`src/rtl/generador_enemigos.sv`:
```
// Enemy sequencer: spawns glyphs at the far digit, scrolls them toward the hero, flags collisions, counts dodges.
// Optional macro VELOCIDAD_AUTO_EN: effective speed level rises by one every 8 dodged enemies (capped at 3).
module generador_enemigos #(
  parameter int         N_DIGITS  = 4,
  parameter int         TICK_DIV  = 25000000,
  parameter int         GAP_MIN   = 1,
  parameter logic [7:0] LFSR_SEED = 8'hA5,
  parameter int         SCORE_W   = 8
) (
  input  logic                  clk,
  input  logic                  rst_n,
  input  logic                  start,
  input  logic                  pausa,
  input  logic [1:0]            nivel,
  input  logic [6:0]            heroe,
  output logic [7*N_DIGITS-1:0] enemigos,
  output logic                  choque,
  output logic [SCORE_W-1:0]    puntos,
  output logic                  activo
);

  localparam int EW    = 7 * N_DIGITS;
  localparam int CNT_W = (TICK_DIV > 1) ? $clog2(TICK_DIV) : 1;
  localparam int GAP_W = (GAP_MIN > 0) ? $clog2(GAP_MIN + 1) : 1;
  localparam logic [GAP_W-1:0] GAP_SAT    = GAP_W'(GAP_MIN);
  localparam logic [31:0]      TICK_DIV_U = TICK_DIV;

  typedef enum logic [1:0] {S_IDLE, S_RUN, S_HIT} state_t;

  state_t             state_q, state_d;
  logic [EW-1:0]      enemigos_q, enemigos_d;
  logic [SCORE_W-1:0] puntos_q, puntos_d;
  logic [7:0]         lfsr_q, lfsr_d;
  logic [CNT_W-1:0]   tick_cnt_q, tick_cnt_d;
  logic [GAP_W-1:0]   gap_cnt_q, gap_cnt_d;

  logic        hit;
  logic        reiniciar;
  logic        avanza;
  logic        paso;
  logic        spawn_ok;
  logic        lfsr_fb;
  logic [1:0]  nivel_ef;
  logic [31:0] periodo;
  logic [EW-1:0] desplazado;

  function automatic logic [6:0] glifo(input logic [2:0] idx);
    logic [6:0] g;
    case (idx)
      3'd0:    g = 7'b1100000;
      3'd1:    g = 7'b1000010;
      3'd2:    g = 7'b1100011;
      3'd3:    g = 7'b0011110;
      3'd4:    g = 7'b0001100;
      3'd5:    g = 7'b0011000;
      3'd6:    g = 7'b0011100;
      default: g = 7'b0000000;
    endcase
    return g;
  endfunction

`ifdef VELOCIDAD_AUTO_EN
  localparam int SUM_W = SCORE_W + 1;
  logic [SUM_W-1:0] nivel_sum;
  always_comb begin
    nivel_sum = SUM_W'(nivel) + SUM_W'(puntos_q >> 3);
    nivel_ef  = (nivel_sum > SUM_W'(3)) ? 2'd3 : nivel_sum[1:0];
  end
`else
  assign nivel_ef = nivel;
`endif

  always_comb begin
    periodo = TICK_DIV_U >> nivel_ef;
    if (periodo == 32'd0) begin
      periodo = 32'd1;
    end
  end

  // Collision is evaluated on the registered hero-side digit, even while paused.
  assign hit       = (state_q == S_RUN) && ((enemigos_q[6:0] & heroe) != 7'd0);
  assign reiniciar = start && (state_q != S_RUN);
  assign avanza    = (state_q == S_RUN) && !hit && !pausa;
  // >= keeps the counter from running past a period that shrank mid-count.
  assign paso      = avanza && (32'(tick_cnt_q) >= (periodo - 32'd1));
  assign spawn_ok  = lfsr_q[3] && (lfsr_q[2:0] != 3'd7) && (gap_cnt_q >= GAP_SAT);
  assign lfsr_fb   = lfsr_q[7] ^ lfsr_q[5] ^ lfsr_q[4] ^ lfsr_q[3];

  genvar gi;
  generate
    for (gi = 0; gi < N_DIGITS - 1; gi++) begin : g_shift
      assign desplazado[7*gi +: 7] = enemigos_q[7*(gi+1) +: 7];
    end
  endgenerate
  assign desplazado[EW-1 -: 7] = spawn_ok ? glifo(lfsr_q[2:0]) : 7'd0;

  always_ff @(posedge clk) begin
    if (!rst_n) begin
      state_q    <= S_IDLE;
      enemigos_q <= '0;
      puntos_q   <= '0;
      lfsr_q     <= LFSR_SEED;
      tick_cnt_q <= '0;
      gap_cnt_q  <= GAP_SAT;
    end else begin
      state_q    <= state_d;
      enemigos_q <= enemigos_d;
      puntos_q   <= puntos_d;
      lfsr_q     <= lfsr_d;
      tick_cnt_q <= tick_cnt_d;
      gap_cnt_q  <= gap_cnt_d;
    end
  end

  always_comb begin
    state_d = state_q;
    case (state_q)
      S_IDLE:  if (start) state_d = S_RUN;
      S_RUN:   if (hit)   state_d = S_HIT;
      S_HIT:   if (start) state_d = S_RUN;
      default: state_d = S_IDLE;
    endcase
  end

  always_comb begin
    enemigos_d = enemigos_q;
    puntos_d   = puntos_q;
    lfsr_d     = lfsr_q;
    tick_cnt_d = tick_cnt_q;
    gap_cnt_d  = gap_cnt_q;
    if (reiniciar) begin
      enemigos_d = '0;
      puntos_d   = '0;
      lfsr_d     = LFSR_SEED;
      tick_cnt_d = '0;
      gap_cnt_d  = GAP_SAT;
    end else if (avanza) begin
      lfsr_d = {lfsr_q[6:0], lfsr_fb};
      if (paso) begin
        tick_cnt_d = '0;
        enemigos_d = desplazado;
        if (spawn_ok) begin
          gap_cnt_d = '0;
        end else if (gap_cnt_q < GAP_SAT) begin
          gap_cnt_d = gap_cnt_q + GAP_W'(1);
        end
        if ((enemigos_q[6:0] != 7'd0) && (puntos_q != '1)) begin
          puntos_d = puntos_q + SCORE_W'(1);
        end
      end else begin
        tick_cnt_d = tick_cnt_q + CNT_W'(1);
      end
    end
  end

  always_comb begin
    activo   = (state_q == S_RUN);
    choque   = (state_q == S_HIT);
    enemigos = enemigos_q;
    puntos   = puntos_q;
  end

endmodule

```
`config.mk`:
```
export PLATFORM = sky130hd
export DESIGN_NAME = generador_enemigos
export DESIGN_NICKNAME = d
export VERILOG_FILES = /design/src/rtl/generador_enemigos.sv
export SDC_FILE = /design/constraint.sdc
export NUM_CORES = 1
export LEC_CHECK = 0
export ABC_AREA = 0
export BUFFER_PORTS_ARGS = -buffer_cell sky130_fd_sc_hd__buf_4
export CAP_MARGIN = 20
export CORE_UTILIZATION = 45
export DETAILED_ROUTE_END_ITERATION = 16
export REMOVE_ABC_BUFFERS = 1
export SLEW_MARGIN = 20
export SYNTH_ARGS = -nofsm -noshare
export SYNTH_HDL_FRONTEND = slang
export SYNTH_SLANG_ARGS = --single-unit
```
`constraint.sdc`:
```
create_clock -name clk -period 3.4 [get_ports clk]
set_input_delay 0.17 -clock clk [delete_from_list [all_inputs] [get_ports clk]]
set_output_delay 0.17 -clock clk [all_outputs]
set_load 0.01 [all_outputs]
```
## After elaboration in Yosys (flattened, before gate mapping)

Index checks and enable logic that the tools add are counted.
Widths: inputs -> output; s select.

- Add/sub/neg operators: 4
- Magnitude comparators: 3
- Equality and inequality tests: 13
- Shifts and indexed selects: 1
- Mux-type cells: 9
- Bitwise gates (word level): 5
- Reductions and logical operators: 22

Operator list:

| operator | count |
|---|---|
| $pmux 7 s7 | 1 |
| $ge 25x32->1 | 1 |
| $logic_not 32->1 | 1 |
| $mux 32 | 1 |
| $shr 25x2->32 const A | 1 |
| $sub 32x1->32 const B | 1 |
| $add 25x1->25 const B | 1 |
| $mux 25 | 1 |
| $reduce_bool 7->1 | 2 |
| $eq 3x3->1 const B | 3 |
| $add 8x1->8 const B | 1 |
| $logic_and 1x1->1 | 8 |
| $ne 8x8->1 const B | 1 |
| $and 7x7->7 | 1 |
| $mux 7 | 1 |
| $eq 3x2->1 const B | 2 |
| $ne 2x1->1 const B | 3 |
| $reduce_and 3->1 | 2 |
| $mux 2 | 2 |
| $pmux 2 s2 | 1 |
| $reduce_and 2->1 | 2 |
| $reduce_or 2->1 | 2 |
| $eq 3x1->1 const B | 1 |
| $logic_not 3->1 | 1 |
| other kinds (12) | 16 |

- Register bits: 72
- Input bits: 13
- Output and inout bits: 38

## Logic depth before layout (Yosys ltp)

- Word-level depth: 8
- Mapped depth: 13
- Mapped depth without buffers: 11

## Worst setup path after synthesis

OpenSTA, ideal clock, no wires.

- Path type: input-to-reg
- Start point: input nivel[0]
- End point: register enemigos_q[17] (netlist: enemigos[17])
- Library setup time: 72 ps
- Arrival time: 2263 ps
- Slack: 1065 ps
- Stages on the path: 12
- Path buffers: 2
- Path through: inv_1 > nand2_1 > ha_1 > ha_1 > a211oi_2 > nor2b_1 > o311a_1 > a211oi_4 > nand2b_1 > buf_6 > buf_12 > mux2i_1

- Longest elaborated chain between the ends: 7

RTL lines:

| what | line | RTL |
|---|---|---|
| from (decl) | 14 | `input logic [1:0] nivel,` |
| $shr 25x2->32 * | 74 | `periodo = TICK_DIV_U >> nivel_ef;` |
| $logic_not 32->1 | 75 | `if (periodo == 32'd0) begin` |
| $mux 32 * | 75 |  |
| $sub 32x1->32 * | 85 | `assign paso = avanza && (32'(tick_cnt_q) >= (periodo - 32'd1));` |
| $ge 25x32->1 * | 85 |  |
| $logic_and 1x1->1 * | 85 |  |
| $reduce_and 2->1 (no line) * | -- |  |
| to (signal assigned) | 107 | `enemigos_q <= enemigos_d;` |
| to (decl) | 31 | `logic [EW-1:0] enemigos_q, enemigos_d;` |

Every way passes the cells marked *; elsewhere a longest branch is shown, timed or not.
A chain may end at the register's enable or synchronous reset.

## Final worst setup path

- Start point: register tick_cnt_q[5]
- End point: register enemigos_q[24] (netlist: enemigos[24])

- Longest elaborated chain between the ends: 3

RTL lines:

| what | line | RTL |
|---|---|---|
| from (decl) | 34 | `logic [CNT_W-1:0] tick_cnt_q, tick_cnt_d;` |
| from (signal assigned) | 110 | `tick_cnt_q <= tick_cnt_d;` |
| $ge 25x32->1 | 85 |  |
| $logic_and 1x1->1 | 85 |  |
| $reduce_and 2->1 (no line) | -- |  |

Every way passes these cells.

==> results by stage <==
Logic synthesis:
- Counting flops with a built-in enable in the synthesized netlist gives 0.
- Synthesis produced a netlist whose cell count is 429.
- Of the synthesized area, sequential elements account for 0.380.
- The most common cell in the netlist is sky130_fd_sc_hd__nand2_1.
- Summed over all instances, the cell type with the most area after synthesis is sky130_fd_sc_hd__dfxtp_1.
- The mean area per synthesized cell is 8.84 um^2.
- The number of flip-flops and latches in the synthesized netlist is 72.
- For this run, the leading register cell type out of synthesis is sky130_fd_sc_hd__dfxtp_1.
- Yosys attributes the largest share of cell area to sky130_fd_sc_hd__dfxtp_1 38%, sky130_fd_sc_hd__mux2i_1 8.4%, sky130_fd_sc_hd__ha_1 7.6%.
- Counting instances in the post-synthesis netlist gives the leading cell types as 76 x sky130_fd_sc_hd__nand2_1, 72 x sky130_fd_sc_hd__dfxtp_1, 34 x sky130_fd_sc_hd__nor2_1.
- The share of synthesized area in the top cell type comes to 0.380.
- In the synthesized netlist the async set-or-reset flop fraction comes to 0.
- The netlist area before placement is 3790 um^2.
- The count of cell types in the netlist is 54.
- The warning count from the yosys run is 0.

Routing:
- The detailed-route DRC error count is 0.
- The routed layout has 2935 vias.
- The DRC violation total after the first TritonRoute iteration is 67.
- For this run, the detailed router's first-pass iteration total came to 4.
- The final routed wire length divided by cell count is 14.0 um.
- The sum of routed wire length over all layers is 7910 um.
- The number of nets with antenna violations after routing is 0.
- The mean number of vias per cell is 5.18.

Floorplanning:
- The die covers 8800 um^2.
- The die is 93.8 um wide.
- The standard cell core area is 8180 um^2.
- Measured along the y axis, the die boundary spans 93.8 um.
- For this configuration, the core starts out at a cell density of 0.464.
- The number of primary I/O pins is 51.
- The initialized floorplan defines 33 standard-cell rows.

Place:
- Buffers placed on the I/O ports in this run total 50.
- The cell area after placement is 4080 um^2.
- The total instance count after detailed placement is 551.
- The weighted congestion reported at the end of routability-driven placement is 0.841.
- Detailed placement finished with a half-perimeter wire length of 5730 um.

Global routing:
- In the global route stage, overall resource usage came out at 0.192.
- Entering global routing, the biggest net connects 30 pins.
- The via count of the first global-routing pass was 2741.
- The initial antenna violation count is 0.
- Summed over all layers, the global routing overflow is 0.
- The global-route wire length before repair is 12900 um.

CTS:
- Once the clock tree was built, the setup fixing pass inserted 0 buffers.
- The clock-pin transition on the worst setup and hold timing paths is 0.08 ns.
- The number of buffers on the longest clock path is 2.
- After clock tree synthesis, the flow added hold-fix buffers numbering 0.
- CTS saw 72 sinks.
- The root buffer cell chosen for the clock tree is sky130_fd_sc_hd__clkbuf_8.
- Once the clock tree was built, the resizer swapped 0 gates to a different size.
- The clock tree from TritonCTS is done.
- The later-pin clock latency in the skew report is 0.36 ns.
- The number of CTS-inserted buffers is 9.
- The H-tree was split into 3 levels.

Worst setup path:
- The top fanout value on the critical path is 29.
- On the worst path, the slowest cell contributes a delay of 0.45 ns.
- The startpoint of the worst setup timing path is tick_cnt_q[5]$_SDFFE_PP0P_.
- The reg-to-reg critical path startpoint is tick_cnt_q[5]$_SDFFE_PP0P_.
- Together, buffers and inverters on the worst path number 1.
- STA puts the critical path data arrival time at 2.78 ns.
- STA puts the critical path data required time at 3.69 ns.
- The startpoint kind of the worst setup timing path is a flop.
- The largest individual stage delay along the critical path comes from the cell sky130_fd_sc_hd__dfxtp_1.
- The setup path with the least slack is of type reg -> reg.
- The signal on the critical path passes through ha_1 -> a211oi_2 -> nor2b_1 -> o311a_1 -> a211oi_4 -> nand2b_2 -> buf_4 -> mux2i_1.
- The cell class contributing the biggest share of worst-path delay is compound AO/OA/AOI/OAI gates.
- The endpoint class of the critical path is a flop.

Run:
- Across the run, the number of max-cap violations was 0.

Cells and area:
- The number of standard cells in the final layout excluding fillers is 567.
- With fillers left out, the area of the finished cells amounts to 4280 um^2.
- The post-layout net count is 493.
- After filler insertion, the fill cell instance count of the layout stands at 783.
- The combined area of the multi-input logic cells is 2040 um^2.
- The sequential cell area is 1440 um^2.
- The number of diodes added for antenna fixing is 0.
- For this run, the share of the core covered by cells in the final layout is 0.524.
- In the final layout, the share of cells above drive strength 1 is 0.184.
- From synthesis to final layout, the design area changed by 12.9%.

STA:
- Dividing the final minimum period by the clock period gives 0.733.
- The tightest slew margin relative to the limit is 0.471.
- The number of hold violations in the final report is 0.
- The final count of pins violating max slew is 0.
- The worst hold margin is 0.0390 ns.
- Setup repair after global routing left no endpoint under its margin.
- The final setup skew is 0.00856 ns.
- The post-layout minimum cycle time is 2.49 ns.
- The setup violation total in the final timing report is 0.
- For the pin with the worst max-slew slack, the measured transition is 0.788 ns.
- For this run, the top clock speed supported by timing is 401 MHz.

Pwr:
- The power density normalized to cell area is 387 nW/um^2.
- Total power for the finished layout comes to 1.66 mW.
- The reported leakage power is 1.95 nW.
- The worst IR drop on VDD is 188 uV.

Min path:
- The hold path startpoint is rst_n.
- The class of the tightest hold or removal check is in -> reg.

Outcome:
- The run finished with clean final reports.
cells by family (layout without fill, tap and decap cells):
group	count (synthesis)	in the layout	synth area share
other	1	2	0.000989
muxes	32	32	0.0845
and+or+nand+nor	176	176	0.224
AOI/OAI and AO/OA	45	45	0.0838
adders and majority gates	23	23	0.0759
DFF	72	72	0.380
xor gates and xnor gates	29	29	0.0670
buffers and inverters	51	83	0.0841
report_power, final:
group          switching, mW  internal (mW)
Sequential           0.00675          0.848
Combinational         0.0634         0.0386
Clock                  0.352          0.346
state kept, by name (all words and copies together) (netlist names):
register and cells:
lfsr_q 8, tick_cnt_q 25, puntos 8, state_q 2, enemigos 28, gap_cnt_q 1
metal layers:
layer,vias to the layer above,part of all wire,GRT usage
li1,1519,-,-
met1,1370,0.46,0.226
met2,35,0.49,0.334
met3,11,0.029,0.0421
met4,0,0.016,0.0782
met5,-,0,0
layout by cell type, fill, tap and decap left out, types with 4 or more instances in the layout:
master	Yosys	final
sky130_fd_sc_hd__nand3_1	17	17
sky130_fd_sc_hd__xor2_1	23	23
sky130_fd_sc_hd__and3_1	6	6
sky130_fd_sc_hd__inv_1	9	9
sky130_fd_sc_hd__ha_1	23	23
sky130_fd_sc_hd__o21ai_0	6	6
sky130_fd_sc_hd__mux2i_1	32	32
sky130_fd_sc_hd__nand2_1	76	76
sky130_fd_sc_hd__a21oi_1	16	16
sky130_fd_sc_hd__or4_1	5	5
sky130_fd_sc_hd__nand4_1	13	13
sky130_fd_sc_hd__dfxtp_1	72	72
sky130_fd_sc_hd__nor2_1	34	34
sky130_fd_sc_hd__buf_4	23	57
sky130_fd_sc_hd__and2_1	4	4
sky130_fd_sc_hd__clkbuf_8	0	9
sky130_fd_sc_hd__xnor2_1	6	6
cell type report:
| type | instances | area share |
|---|---|---|
| clock buffers | 9 | 0.0289 |
| clock inverters | 7 | 0.0181 |
| inverters | 10 | 0.00877 |
| multi-input cells | 307 | 0.477 |
| flip-flops and latches | 72 | 0.337 |
| well taps | 105 | 0.0307 |
| repair buffers | 57 | 0.0999 |
worst register-to-register path, cell delays in order, from the launching register on:
cell,delay [ns]
sky130_fd_sc_hd__dfxtp_1,0.45
sky130_fd_sc_hd__ha_1,0.30
sky130_fd_sc_hd__a211oi_2,0.21
sky130_fd_sc_hd__nor2b_1,0.06
sky130_fd_sc_hd__o311a_1,0.36
sky130_fd_sc_hd__a211oi_4,0.23
sky130_fd_sc_hd__nand2b_2,0.15
sky130_fd_sc_hd__buf_4,0.40
sky130_fd_sc_hd__mux2i_1,0.26
path summary, 6_finish.rpt:
check,end,slack [ns],cells after the start
min reg2reg,lfsr_q[6]$_SDFFE_PP0P_,0.47,2
max,enemigos[24]$_SDFFE_PP0P_,0.91,8
min,state_q[1]$_SDFFE_PN0P_,0.04,2
max reg2reg,enemigos[24]$_SDFFE_PP0P_,0.91,8
stage by stage:
step | setup TNS (ns) | setup slack, ns
floorplan | -7.74 | -0.369
global placement | 0 | 0.734
detailed placement | 0 | 0.679
CTS | 0 | 0.899
global route | 0 | 0.765
finish | 0 | 0.906
No activity file was read; power rests on OpenSTA's default activity.
